[config.mk]
export PLATFORM = sky130hd
export DESIGN_NAME = sp_ram_init_ctrl
export DESIGN_NICKNAME = d
export VERILOG_FILES = /design/src/rtl/sp_ram_init_ctrl.sv
export SDC_FILE = /design/constraint.sdc
export NUM_CORES = 1
export LEC_CHECK = 0
export CORE_MARGIN = 2
export CORE_UTILIZATION = 24
export CTS_CLUSTER_SIZE = 40
export DETAILED_ROUTE_END_ITERATION = 12
export PLACE_DENSITY_LB_ADDON = 0.05
export SLEW_MARGIN = 20
export SYNTH_ARGS = -nofsm -noshare
export SYNTH_HDL_FRONTEND = slang
export SYNTH_SLANG_ARGS = --single-unit
[constraint.sdc]
create_clock -name clk -period 1.5 [get_ports clk]
set_input_delay 0.3 -clock clk [delete_from_list [all_inputs] [get_ports clk]]
set_output_delay 0.3 -clock clk [all_outputs]
set_load 0.05 [all_outputs]
[src/rtl/sp_ram_init_ctrl.sv]
`default_nettype none
// ============================================================================
// Module   : sp_ram_init_ctrl
// Purpose  : Front-end controller for the single-port data SRAM. After reset
//            (or a runtime clear) it writes INIT_VALUE to every word, then
//            forwards bus requests to the RAM with a req/gnt/rvalid handshake.
// Ports    : clk, rst            - clock, synchronous active-high reset
//            clear_i             - restart initialisation (honoured in RUN)
//            init_done_o         - high while RAM is initialised / in RUN
//            req_i/gnt_o         - bus request / same-cycle grant
//            addr_i/we_i/be_i/wdata_i - bus request payload
//            rvalid_o/rdata_o    - response, one cycle after grant
//            ram_*_o / ram_rdata_i - single-port SRAM port
// Revision : 1.0 - initial release
// ============================================================================
module sp_ram_init_ctrl #(
    parameter int                    ADDR_WIDTH = 15,
    parameter int                    DATA_WIDTH = 32,
    parameter int                    NUM_WORDS  = 8192,
    parameter logic [DATA_WIDTH-1:0] INIT_VALUE = '0
) (
    input  logic                      clk,
    input  logic                      rst,
    input  logic                      clear_i,
    output logic                      init_done_o,
    input  logic                      req_i,
    output logic                      gnt_o,
    input  logic [ADDR_WIDTH-1:0]     addr_i,
    input  logic                      we_i,
    input  logic [DATA_WIDTH/8-1:0]   be_i,
    input  logic [DATA_WIDTH-1:0]     wdata_i,
    output logic                      rvalid_o,
    output logic [DATA_WIDTH-1:0]     rdata_o,
    output logic                      ram_en_o,
    output logic [ADDR_WIDTH-1:0]     ram_addr_o,
    output logic                      ram_we_o,
    output logic [DATA_WIDTH/8-1:0]   ram_be_o,
    output logic [DATA_WIDTH-1:0]     ram_wdata_o,
    input  logic [DATA_WIDTH-1:0]     ram_rdata_i
);

    // Word counter width; a single-word RAM still needs a 1-bit counter.
    localparam int c_CNT_W = (NUM_WORDS > 1) ? $clog2(NUM_WORDS) : 1;
    localparam logic [c_CNT_W-1:0] c_LAST_WORD = c_CNT_W'(NUM_WORDS - 1);

    localparam logic [0:0] S_INIT = 1'b0;
    localparam logic [0:0] S_RUN  = 1'b1;

    logic [0:0]         r_state;
    logic [0:0]         w_next_state;
    logic [c_CNT_W-1:0] r_cnt;
    logic [c_CNT_W-1:0] w_next_cnt;
    logic               r_rvalid;
    logic               w_gnt;

    // ------------------------------------------------------------------------
    // State, word counter and response-valid registers
    // ------------------------------------------------------------------------
    always_ff @(posedge clk) begin
        if (rst) begin
            r_state  <= S_INIT;
            r_cnt    <= '0;
            r_rvalid <= 1'b0;
        end else begin
            r_state  <= w_next_state;
            r_cnt    <= w_next_cnt;
            // Every grant (read or write) owes exactly one response next cycle.
            r_rvalid <= w_gnt;
        end
    end

    // ------------------------------------------------------------------------
    // Next state and RAM-port steering
    // ------------------------------------------------------------------------
    always_comb begin
        w_next_state = r_state;
        w_next_cnt   = r_cnt;
        w_gnt        = 1'b0;
        ram_en_o     = 1'b0;
        ram_addr_o   = addr_i;
        ram_we_o     = 1'b0;
        ram_be_o     = be_i;
        ram_wdata_o  = wdata_i;

        case (r_state)
            S_INIT: begin
                // Own the RAM port completely: one full-word write per cycle.
                ram_en_o                  = 1'b1;
                ram_we_o                  = 1'b1;
                ram_be_o                  = '1;
                ram_wdata_o               = INIT_VALUE;
                ram_addr_o                = '0;
                ram_addr_o[c_CNT_W+1:0]   = {r_cnt, 2'b00};
                if (r_cnt == c_LAST_WORD) begin
                    w_next_cnt   = '0;
                    w_next_state = S_RUN;
                end else begin
                    w_next_cnt   = r_cnt + 1'b1;
                end
            end
            S_RUN: begin
                // A clear takes priority over a same-cycle request.
                w_gnt    = req_i & ~clear_i;
                ram_en_o = w_gnt;
                ram_we_o = we_i & w_gnt;
                if (clear_i) begin
                    w_next_state = S_INIT;
                    w_next_cnt   = '0;
                end
            end
            default: begin
                w_next_state = S_INIT;
                w_next_cnt   = '0;
            end
        endcase
    end

    assign gnt_o       = w_gnt;
    assign init_done_o = (r_state == S_RUN);
    assign rvalid_o    = r_rvalid;
    // The SRAM output is already registered, so read data lines up with rvalid.
    assign rdata_o     = ram_rdata_i;

endmodule
`default_nettype wire

-- Word level (Yosys, flattened, before mapping)
Cells that the tools add are included.
- bits of input ports: 88
- output and inout bits: 88
- flip-flop bits (word level): 15
- equality and inequality tests: 2
- bitwise logic cells: 4
- muxes and demuxes: 12
- $add $sub $neg: 1
- operator list (operator ; count):
    $mux W32 ; 1
    $mux W13 ; 2
    $pmux W13 S2 ; 1
    $mux W15 ; 1
    $add A13 B1 Y13 const B ; 1
    $eq A13 B13 Y1 const B ; 1
    $pmux W1 S2 ; 3
    $mux W4 ; 1
    $mux W1 ; 3
    $and A1 B1 Y1 ; 2
    $ne A2 B2 Y1 const B ; 1
    $not A1 Y1 ; 2

-- Depth between registers and ports, before layout
- depth in word-level cells: 4
- mapped depth: 6
- depth with buffers taken out: 5

-- Worst setup path before layout
Ideal clock, no wire load.
- path type: register to output
- from: register r_state, in the netlist init_done_o
- to: output port ram_addr_o[14]
- arrival time: 1.779 ns
- path buffers: 2
- required time: 1.200 ns
- setup slack: -0.579 ns
- cell stages (with the launch flop): 4
- cell sequence: dfxtp_1 > clkbuf_1 > clkbuf_1 > mux2_2
- word-level cells in the longest chain between the ends: 1
- RTL lines (element ; line ; text):
    start, declared ; 49 ; logic [0:0] r_state;
    start signal, assigned ; 65 ; r_state <= w_next_state;
    $mux W15 ; 85 ; case (r_state)
    end, declared ; 35 ; output logic [ADDR_WIDTH-1:0] ram_addr_o,
No other way between the ends.

-- Worst setup path after layout
- from: register r_state, in the netlist init_done_o
- to: output port ram_addr_o[11]
Same word-level chain as after synthesis.

==> results.cfg <==
[outcome]
violations = negative setup slack
outcome = complete, but fails checks

[power_and_ir_drop]
vdd_drop_max_mv = 0.2518
pwr-share-seq = 0.386
power.density_nw_per_um2 = 311.4
pwr-share-clk = 0.307
net-switching-power_mw = 0.2662
p_leak_nw = 1.439
finalPower_mw = 1.088
comb_power_share = 0.307
p_int_mw = 0.8217
p_sw_frac = 0.2447

[cells_and_area]
diodes = 0
layout.nets = 383
syn_to_final_growth_pct = 140.9
utilization = 0.5935
drive_above_1_share = 0.5427
final_common_cell = buf_12
final_cell_mix = buf_12 (61), clkdlybuf4s50_1 (53), and2_2 (27)
final_cells = 368

[die]
fp.dieArea_um2 = 6680
start_util = 0.2464
rows = 28
num_io_pins = 176
dieHeight_um = 81.73
die_x_um = 81.73
core-area_um2 = 5886

[synth]
syn_inst = 186
yosys_warnings = 0
syn_nets = 275
seq_area_frac_synth = 0.2071
yosysUniqueCellTypes = 34
synthTopCellsByArea = dfxtp_1 (21%), buf_4 (17%), and2_1 (15%)
netlist_area_um2 = 1450
avgSynthCellArea_um2 = 7.796
yosys.area.top_type = dfxtp_1
synth_top_area_frac = 0.2071
synth-seq-cells = 15

[grt]
grt-ovfl-total = 0
grt_pass1_vias = 1672
track_usage = 0.1708
grt_max_degree = 16
antenna_found_initial = 0
grt_pass1_wl_mm = 8.576

[timing]
fin_skew_ns = 0.001248
setup_ws_ns = -0.09504
whs_ns = 0.4854
max_freq_ghz = 0.6269
final-setup-viol-count = 27
relSlewSlack = 0.8267
finalHoldViolCount = 0
worstMarginPinSlew_ns = 0.2596
rsz0062_at_grt = yes
finalCritPeriodShare = 1.063
min_period_ns = 1.595
final_max_slew_viol_count = 0

[detailed_routing]
via_per_inst = 4.636
drtAntennaViolNets = 0
drc = 0
firstDrtPassIters = 4
drtIter0Drc = 56
wl_met3_um = 508
routed-via-count = 1706
top_layer_used = met4
wire_per_inst_um = 16.48
wl_met2_mm = 3.553
finalWirelength_mm = 6.064
wl_met1_mm = 1.900

[run]
cap_violations = 0

[clock_tree]
clock_latency_ns = 0.25
cts.path.max_buffers = 2
root_buffer = clkbuf_8
ctsHoldBuffers = 0
clkSlewWorstSetupHoldPaths_ns = 0.06
htree_levels = 1
cts_tree = yes
cts_buffers = 3
cts_sinks = 15

[critical_path]
r2r_cells = 6
crit_path_end = ram_addr_o[11]
end_kind = output port
rr_startpoint = init_done_o
worstPathArrival_ns = 1.30
rrSetupSlack_ns = -0.04
critPathLaunchType = register
r2r-end = r_cnt[3]
path_max_fanout = 7
required_ns = 1.20
cp-startpoint = init_done_o
crit_type = reg -> out

[min_path]
hold_depth = 4
min_path_type = in -> reg

[placed_design]
portBuffers = 111
place_hpwl_mm = 4.899
place_ws_ns = -0.2245
dp.cells = 355
gp_congestion = 0.7638
==> area by class of cell <==
type | count | area, um2
Timing Repair Buffer | 146 | 2031
Tap cell | 75 | 93.84
Sequential cell | 15 | 306.5
Inverter | 2 | 7.507
Clock buffer | 4 | 45.04
Fill cell | 500 | 2392
Multi-Input combinational cell | 126 | 1010
==> worst max-delay path, stage by stage, from the launching register on <==
cell and delay [ns]:
dfxtp_4 0.42, buf_12 0.16, mux2_4 0.31, buf_12 0.15
==> metrics by stage <==
step                       TNS, ns  area (um2)
after floorplan           -0.01430        1598
after global placement      -1.443        3266
after detailed placement    -1.694        3266
after CTS                   -2.593        3431
after global routing        -3.722        3493
final                       -1.765        3493
==> routing by layer <==
metal,GRT usage,up-vias
li1,-,819
met1,0.1732,794
met2,0.3317,75
met3,0.04505,18
met4,0.06000,0
met5,0,-
==> synthesized netlist by cell type (all sizes together) <==
| cell | n |
|---|---|
| mux2i | 1 |
| and2 | 34 |
| clkbuf | 9 |
| nand2b | 5 |
| nor2b | 1 |
| or3 | 1 |
| and3 | 3 |
| dfxtp | 15 |
| or2 | 2 |
| nor2 | 10 |
| nand3 | 5 |
| nor3 | 1 |
| a21oi | 8 |
| o21ai | 7 |
| a32oi | 1 |
| nand4 | 2 |
| or4 | 2 |
| and4 | 3 |
| ha | 1 |
| a22o | 2 |
| nand3b | 2 |
| a31oi | 4 |
| buf | 34 |
| mux2 | 13 |
| a41oi | 4 |
| inv | 2 |
| a311oi | 1 |
| a21o | 2 |
| nand2 | 11 |
==> worst min path at each step <==
| stage | to | slack [ns] | startpoint |
|---|---|---|---|
| after CTS | r_cnt[11] | 0.51 | r_cnt[11] |
| after detailed placement | r_cnt[11] | 0.50 | r_cnt[11] |
| after floorplan | r_cnt[7] | 0.45 | r_cnt[7] |
| after global placement | r_cnt[11] | 0.50 | r_cnt[11] |
| final | rvalid_o | 0.49 | req_i |
| after global routing | rvalid_o | 0.51 | req_i |
==> kinds of logic after synthesis <==
kind of cell	Yosys count	share of synthesized area
fa+ha+maj	1	0.008627
compound gates	29	0.1406
buf+inv	45	0.2122
flops	15	0.2071
simple gates	82	0.3236
mux	14	0.1079
==> flip-flops by register name, summed over array words and instances (netlist names) <==
| signal | flops |
|---|---|
| r_cnt | 13 |
| init_done_o | 1 |
| rvalid_o | 1 |
==> power by group through the flow <==
stage	sequential (mW)	combinational (mW)	clock, mW
final	0.420	0.334	0.334
after global routing	0.421	0.356	0.362
after CTS	0.419	0.328	0.342
after detailed placement	0.428	0.319	0
after global placement	0.428	0.316	0
after floorplan	0.432	0.324	0
==> timing repair <==
| item | 4_1_cts | 5_1_grt |
|---|---|---|
| gates resized for setup | 14 | 7 |
| pin swaps | 1 | 2 |
| gates cloned | 0 | 1 |
| buffers inserted | 6 | 3 |
| endpoints found under the setup margin | 60 | 58 |
No activity file was read; power rests on OpenSTA's default activity.
